[src/rtl/oam_dma.sv]
`timescale 1ns/1ps
// Sprite DMA: on a $4014 write, halts the CPU and copies a 256-byte page
// into OAM starting at the latched OAMADDR, one READ/WRITE pair per byte.
module oam_dma #(
  parameter int ADDR_W = 16
) (
  input  logic              clk,
  input  logic              reset,
  input  logic              cpu_ce,
  input  logic              dma_we,
  input  logic [7:0]        cpu_data_in,
  input  logic [7:0]        oam_addr_in,
  input  logic [7:0]        mem_data_in,
  output logic              cpu_rdy,
  output logic              dma_active,
  output logic [ADDR_W-1:0] mem_addr,
  output logic              mem_rd,
  output logic [7:0]        oam_addr_out,
  output logic [7:0]        oam_data_out,
  output logic              oam_WE,
  output logic              dma_done
);

  typedef enum logic [2:0] {S_IDLE, S_HALT, S_ALIGN, S_READ, S_WRITE} state_t;

  state_t     state, state_nxt;
  logic [7:0] page, base, idx;
  logic [7:0] idx_rd;
  logic       parity;
  logic       last_byte;

  assign last_byte = (idx == 8'hFF);
  // Byte index the next READ will fetch: WRITE advances to the following byte.
  assign idx_rd    = (state == S_WRITE) ? idx + 8'd1 : idx;

  always_ff @(posedge clk or negedge reset) begin
    if (!reset)      state <= S_IDLE;
    else if (cpu_ce) state <= state_nxt;
  end

  always_comb begin
    state_nxt = state;
    case (state)
      S_IDLE:  if (dma_we) state_nxt = S_HALT;
      S_HALT:  state_nxt = parity ? S_ALIGN : S_READ;
      S_ALIGN: state_nxt = S_READ;
      S_READ:  state_nxt = S_WRITE;
      S_WRITE: state_nxt = last_byte ? S_IDLE : S_READ;
      default: state_nxt = S_IDLE;
    endcase
  end

  always_comb begin
    cpu_rdy    = (state == S_IDLE);
    dma_active = (state != S_IDLE);
    oam_WE     = (state == S_WRITE) && cpu_ce;
  end

  always_ff @(posedge clk or negedge reset) begin
    if (!reset) begin
      parity       <= 1'b0;
      page         <= 8'h00;
      base         <= 8'h00;
      idx          <= 8'h00;
      mem_addr     <= '0;
      mem_rd       <= 1'b0;
      oam_addr_out <= 8'h00;
      oam_data_out <= 8'h00;
      dma_done     <= 1'b0;
    end else begin
      dma_done <= 1'b0;
      if (cpu_ce) begin
        parity <= ~parity;
        // Read address is registered so it is stable for the whole READ cycle.
        mem_rd <= (state_nxt == S_READ);
        if (state_nxt == S_READ) mem_addr <= ADDR_W'({page, idx_rd});
        case (state)
          S_IDLE: begin
            if (dma_we) begin
              page <= cpu_data_in;
              base <= oam_addr_in;
              idx  <= 8'h00;
            end
          end
          S_READ: begin
            oam_data_out <= mem_data_in;
            oam_addr_out <= base + idx;
          end
          S_WRITE: begin
            if (last_byte) dma_done <= 1'b1;
            else           idx      <= idx + 8'd1;
          end
          default: ;
        endcase
      end
    end
  end

endmodule

[config.mk]
export PLATFORM = sky130hd
export DESIGN_NAME = oam_dma
export DESIGN_NICKNAME = d
export VERILOG_FILES = /design/src/rtl/oam_dma.sv
export SDC_FILE = /design/constraint.sdc
export NUM_CORES = 1
export LEC_CHECK = 0
export CAP_MARGIN = 20
export CELL_PAD_IN_SITES_DETAIL_PLACEMENT = 1
export CELL_PAD_IN_SITES_GLOBAL_PLACEMENT = 1
export CORE_MARGIN = 2
export CORE_UTILIZATION = 45
export CTS_BUF_LIST = sky130_fd_sc_hd__clkbuf_8
export DETAILED_ROUTE_END_ITERATION = 8
export GPL_TIMING_DRIVEN = 0
export MAX_ROUTING_LAYER = met4
export PLACE_DENSITY_LB_ADDON = 0.1
export RECOVER_POWER = 100
export SYNTH_ARGS = -nofsm -noshare
export SYNTH_HDL_FRONTEND = slang
export SYNTH_SLANG_ARGS = --single-unit
[constraint.sdc]
create_clock -name clk -period 4.5 [get_ports clk]
set_input_delay 0.45 -clock clk [delete_from_list [all_inputs] [get_ports clk]]
set_output_delay 0.45 -clock clk [all_outputs]
set_load 0.02 [all_outputs]
# Word level (Yosys, flattened, before mapping)
# Cells that the tools add are included.
# W data, S select, Z words.
# totals
mem_count	0
latchBits	0
romBits	0
ramBits	0
register_bits	62
input_bits	28
# classes
order_cmp	0
n_reduce_logical	8
n_shift	0
add_sub_neg	2
eq_ne	8
div_mod_pow	0
bitwise	1
mux	11
mul	0
# op_table
op	n
$mux W8	3
$pmux W8 S2	1
$pmux W3 S5	1
$eq A3 B2 Y1 const B	3
$add A8 B1 Y8 const B	1
$add A8 B8 Y8	1
$eq A8 B8 Y1 const B	1
$mux W1	4
$ne A2 B2 Y1 const B	2
$reduce_and A2 Y1	2
$reduce_and A4 Y1	1
$eq A3 B1 Y1 const B	1
$eq A3 B3 Y1 const B	1
$logic_not A3 Y1	1
$mux W3	1
$reduce_and A3 Y1	1
$reduce_bool A3 Y1	1
$mux W2	1
$reduce_bool A2 Y1	1
$logic_and A1 B1 Y1	1
$not A1 Y1	1

# Longest topological paths before layout
# Gate-level depths: netlist (run 1).
# logic_depth
word_depth	5
depth_mapped	8
mapped_depth_nobuf	6

# Worst setup path before layout (run 1)
# Ideal clock, no wire load.
# synth_timing
path_type	register to register
start	register idx[1]
end	register mem_addr[10]
stages_incl_launch_ff	7
setup_time_ps	125
setup_slack_ps	2603
arrival_time_ps	1772
period_less_slack_ps	1897
cell_sequence	dfrtp_1 -> ha_1 -> nand3_4 -> o31ai_4 -> nand2_4 -> buf_6 -> mux2_4
# synth_between
elab_chain_cells	5
# synth_lines
element	line_no	source
from (decl)	27	logic [7:0] page, base, idx;
from (signal assigned)	91	else idx <= idx + 8'd1;
$eq A8 B8 Y1	32	assign last_byte = (idx == 8'hFF);
$mux W2	48	S_WRITE: state_nxt = last_byte ? S_IDLE : S_READ;
$pmux W3 S5	43	case (state)
$eq A3 B2 Y1	76	if (state_nxt == S_READ) mem_addr <= ADDR_W'({page, idx_rd});
$reduce_and A2 Y1 (no source line)	--	
to (signal assigned)	76	
to (decl)	16	output logic [ADDR_W-1:0] mem_addr,
# Every way passes these cells.
# A chain may end at the register's enable or synchronous reset.

# Worst setup path in the final report (run 1)
# layout_timing
start	register idx[1]
end	register mem_addr[7]
# layout_between
elab_chain_cells	5
elab_cells_between_ends	7
classes_between	add/sub (1); eq/ne (2); mux (3); reduce/logical (1)
# layout_lines
element	line_no
$eq A8 B8 Y1	32
$mux W2	48
$pmux W3 S5	43
$eq A3 B2 Y1	76
$reduce_and A2 Y1 (no source line)	--
# Parallel ways exist; a longest one is shown, timed or not.

==> metrics, run 1 <==
WL per Instance 16.3 µm; Num Clock Sinks 62; # IOs 65; status finished, final reports clean; clk buf depth 2; fin area 3830 µm²; Slew @ Worst Pin 1.03 ns; crit path max fanout 10; placed cell area ~3700 µm²; EDFF count, synth 0; DRT Pass-1 Iters 4; CP required 4.70 ns; switch share 35.0%; DR vias/cell roughly 5.4; CTS Buf Count 9; average size of a mapped cell 12.2 µm²; die width 85.5 µm; worst vdd ir 0.316 mV; Startpoint Class flop; fin crit share 69.5%; reg2reg start idx[1]; static leakage 1.78 nW; nets@finish 356; Max Slew Vio Count 0; setup TNS 0 ns; Layout Cells excl Fill 398; Setup crit end kind flop; Core Footprint approximately 6400 µm²; Worst Path Arrival roughly 3.3 ns; Seq cells post-synth 62; critical path, cell by cell ha_1 -> nand3_1 -> o31ai_1 -> nand2_4 -> clkbuf_1 -> mux2_1; Final Util 60.0%; Worst path max stage delay 0.96 ns; Root Driver clkbuf_8; post-CTS resize count 0; Synth Warn # 0; row count 29; Clock Power Share 20.6%; Pwr per Cell Area 606 nW/µm²; Synth Flop Type dfrtp_1; Seq pwr share 38.5%; total grt overflow 0; P_int around 1.5 mW; Mapped Cells 244; die footprint 7300 µm²; hold crit path type input port to async pin; CTS tree built; RSZ-0062 raised after global routing false; Mapped Area 2990 µm²; Remaining DRCs 0; post-synth cell types 48; drt total wl approximately 6500 µm; Worst Skew approximately 0.0085 ns; initial DRC count between 80 and 90; first-pass GRT wire length 11,100 µm; Total Power between 2 and 2.5 mW; Final Hold Vio Count 0; worst path bufs/invs 1; # hold bufs at CTS 0; post-synthesis async set-or-reset flop share 100%; r2r endpoint mem_addr[7]; reg2reg setup slack 1.37 ns; fmax 320 MHz; Max-Cap Viols 0; clk slew on worst S/H paths 0.07 ns; antenna violations before repair 0; worst rel slew slack 30.5%; most frequent cells in the layout dfrtp_1 (62), dlygate4sd3_1 (37), mux2_2 (34); clock latency on the worst-skew pair 0.33 ns; Initial Utilization 46.7%; GPL Wtd Cong 0.800; vias in the first global route 2,305; worst r2r path cells 6; Fill cells 684; leading cell type in the layout, fill and taps excluded dfrtp_1; Worst path slowest cell o31ai_1; Final Critical Period 3.13 ns; post-CTS setup buffer count 0; Net Switching around 0.8 mW; share of layout cells above drive strength 1 17.1%; DIE HEIGHT about 85 µm; Area Growth Syn to Fin 28.2%; family with the most delay on the worst path compound AO/OA/AOI/OAI gates; Placed Cells 384; Global Route Usage Sum 19.9%; synthesized net count 282; crit path from idx[1]; Comb power frac 40.9%; H-tree depth 3; port bufs 63; register area share after synthesis roughly half; largest net degree at the start of global routing 63; n_diodes 0; HPWL after detailed placement 4570 µm; count of final setup violators 0; Via Count ~2,200; Crit Path Category flop to flop; Final ANT Viol Nets 0
## power groups by stage
stage,logic [mW],clock network (mW),registers [mW]
after CTS,1.07,0.492,0.905
after floorplan,0.521,0,1.03
after detailed placement,1.06,0,0.912
final,0.948,0.478,0.893
after global routing,1.04,0.513,0.925
after global placement,1.03,0,0.900
## worst max-delay path by stage
| stage | slack [ns] | to | cells after the start |
|---|---|---|---|
| floorplan | 2.60 | mem_addr[10] | 6 |
| global placement | 0.88 | page[5] | 1 |
| detailed placement | 2.22 | idx[1] | 4 |
| CTS | 2.17 | oam_WE | 3 |
| global route | 1.14 | mem_addr[7] | 6 |
| finish | 1.37 | mem_addr[7] | 6 |
## synthesized netlist by cell type, drive strengths merged, types with 2 or more instances
cell type  number  area share (%)
xnor2           8             2.3
o21a            2            0.50
mux2           42              17
buf             8             1.6
nand3           9             1.9
nand2b          2            0.42
a31oi           6             1.3
dfrtp          62              52
nor2b           3            0.63
nor3b           3            0.75
o31ai           3             1.2
nor3            2            0.34
a21oi          10             1.7
xor2            3            0.88
or4             2            0.50
o21ai           9             1.5
ha              9             3.8
nand2          19             2.7
and4            2            0.59
inv             9             1.1
mux2i           2            0.67
nor2            7            0.88
a21o            3            0.75
clkbuf          3            0.38
## kinds of logic after synthesis
family	Yosys count	share of synthesized area [%]
adder cells (fa/ha/maj)	10	4.44
XOR/XNOR	11	3.23
multiplexers	44	17.5
AND/OR/NAND/NOR	55	10.4
buffers and inverters	20	3.14
flip-flops	62	52.0
AO/OA/AOI/OAI	42	9.30
## stage by stage
step	hold slack, ns	worst slack (ns)
6_report	0.199	1.37
5_1_grt	0.259	1.14
4_1_cts	0.229	2.17
3_5_place_dp	0.461	2.22
3_3_place_gp	0.456	0.876
2_1_floorplan	0.154	2.60
## routing by layer
metal	global-route usage, %	share of wire, %
met1	26.0	45
met2	31.1	51
met3	5.25	3.6
met4	4.76	0.57
met5	-	0
## layout make-up
type	count	area, µm²	share of cell area (%)
Tap cell	77	96.3	2.52
Buffer	11	46.3	1.21
Sequential cell	62	1550	40.5
Clock inverter	3	37.5	0.980
Inverter	9	33.8	0.882
Clock buffer	11	151	3.95
Timing Repair Buffer	63	628	16.4
Multi-Input combinational cell	162	1280	33.5
## registers in the layout, indices dropped and copies added (netlist names)
signal and count:
parity 1, oam_data_out 8, oam_addr_out 8, page 8, state 3, base 8, dma_done 1, idx 8
mem_addr 16, mem_rd 1
Power figures use the tool's default switching activity.
==> inputs of run 2 (changes only) <==
Settings changed: CORE_UTILIZATION 45 to 41.
Clock period 4.5 ns to 3.13 ns, I/O delays scaled along.
==> metrics, run 2 (synthesized netlist as in run 1, its figures left out) <==
GPL Wtd Cong 0.795; post-CTS setup buffer count 0; clk slew on worst S/H paths 0.07 ns; Root Driver clkbuf_8; Worst path max stage delay approximately 0.51 ns; RSZ-0062 raised after global routing false; leading cell type in the layout, fill and taps excluded dfrtp_1; Initial Utilization 41.8%; Worst Path Arrival between 2 and 3 ns; Net Switching 1.16 mW; CTS tree built; Area Growth Syn to Fin 29.1%; total grt overflow 0; post-CTS resize count 0; Global Route Usage Sum 18.4%; Via Count 2,135; Setup crit end kind flop; drt total wl 6470 µm; fmax 415 MHz; failing checks max-capacitance violations, max-slew violations; DR vias/cell a little over 5; clock latency on the worst-skew pair 0.33 ns; antenna violations before repair 0; Final Hold Vio Count 0; placed cell area roughly 3700 µm²; die footprint about 8000 µm²; DIE HEIGHT 89.3 µm; most frequent cells in the layout dfrtp_1 (62), dlygate4sd3_1 (36), mux2_2 (34); Final Worst Setup Slack 0.718 ns; fin area 3850 µm²; max reg flops 16; Worst Skew ~0.0060 ns; vias in the first global route 2,221; DRT Pass-1 Iters 4; Pwr per Cell Area 840 nW/µm²; count of final setup violators 0; WL per Instance 15.3 µm; share of layout cells above drive strength 1 18.0%; Worst path slowest cell dfrtp_1; Comb power frac 41.8%; worst r2r path cells 6; fin crit share 77.1%; Seq pwr share 39.6%; largest register by flop count mem_addr; Final Critical Period 2.41 ns; static leakage roughly 1.8 nW; Num Clock Sinks between 60 and 70; n_diodes 0; hold path cells 2; worst rel slew slack -3.75%; Core Footprint 7140 µm²; first-pass GRT wire length ~11,000 µm; worst vdd ir 0.494 mV; Clock Power Share a little under a fifth; clk buf depth 2; P_int 2.08 mW; crit path max fanout 10; nets@finish 356; largest net degree at the start of global routing 63; hold crit path type input port to flop; Slew @ Worst Pin 1.56 ns; setup TNS 0 ns; Fin Hold WS between 0.2 and 0.3 ns; Remaining DRCs 0; pre-CTS setup slack 0.881 ns; status complete, but fails checks; die width 89.3 µm; row count 31; Startpoint Class flop; Max Slew Vio Count 63; initial DRC count 59; HPWL after detailed placement 4570 µm; H-tree depth 3; CP required 3.34 ns; Crit Path Category flop to flop; switch share 35.9%; # IOs 65; port bufs 63; Max-Cap Viols 1; CTS Buf Count 9; # hold bufs at CTS 0; Final ANT Viol Nets 0; critical path, cell by cell ha_1 -> nand3_1 -> o31ai_4 -> nand2_4 -> buf_6 -> mux2_1
-- run 2: worst max-delay path, delay by kind of cell (launching register included) --
family                     cells  cell delay, ns
buffers and inverters          1            0.20
and+or+nand+nor                2            0.47
muxes                          1            0.32
AOI/OAI and AO/OA              1            0.51
adders and majority gates      1            0.28
DFF                            1            0.51
-- run 2: final timing paths --
path	startpoint	endpoint	slack, ns
setup / recovery	idx[1]	mem_addr[14]	0.72
hold reg to reg	parity	parity	0.47
hold / removal	cpu_ce	parity	0.30
min in group asynchronous	reset	oam_data_out[1]	0.37
setup reg to reg	idx[1]	mem_addr[14]	0.72
max in group asynchronous	reset	idx[1]	1.83
-- run 2: final cells by class --
type	instances	area, µm²
plain buffers	11	53.8
clock buffers	10	138
clock inverters	6	30.0
fillers	788	3280
inverters	9	33.8
multi-input cells	162	1300
flip-flops and latches	62	1550
well taps	99	124
repair buffers	63	626
-- run 2: layer usage --
layer  GRT usage [%]  part of all wire [%]
met5               -                     0
met4            6.24                   1.3
met3            5.36                   4.9
met2            27.7                    48
met1            23.7                    45
-- run 2: metrics by stage --
stage                     util (%)  power [mW]  cells
after floorplan                  -        2.23    244
final                         54.0        3.24    422
after global placement        52.4        2.78    406
after CTS                     54.7        3.45    422
after detailed placement      52.4        2.82    406
after global routing          54.0        3.49    422
-- run 2: power groups by stage --
stage          Clock (mW)  Combinational [mW]  Sequential [mW]
2_1_floorplan           0               0.749             1.48
3_3_place_gp            0                1.49             1.30
3_5_place_dp            0                1.51             1.31
4_1_cts             0.623                1.52             1.30
5_1_grt             0.662                1.50             1.32
6_report            0.602                1.35             1.28
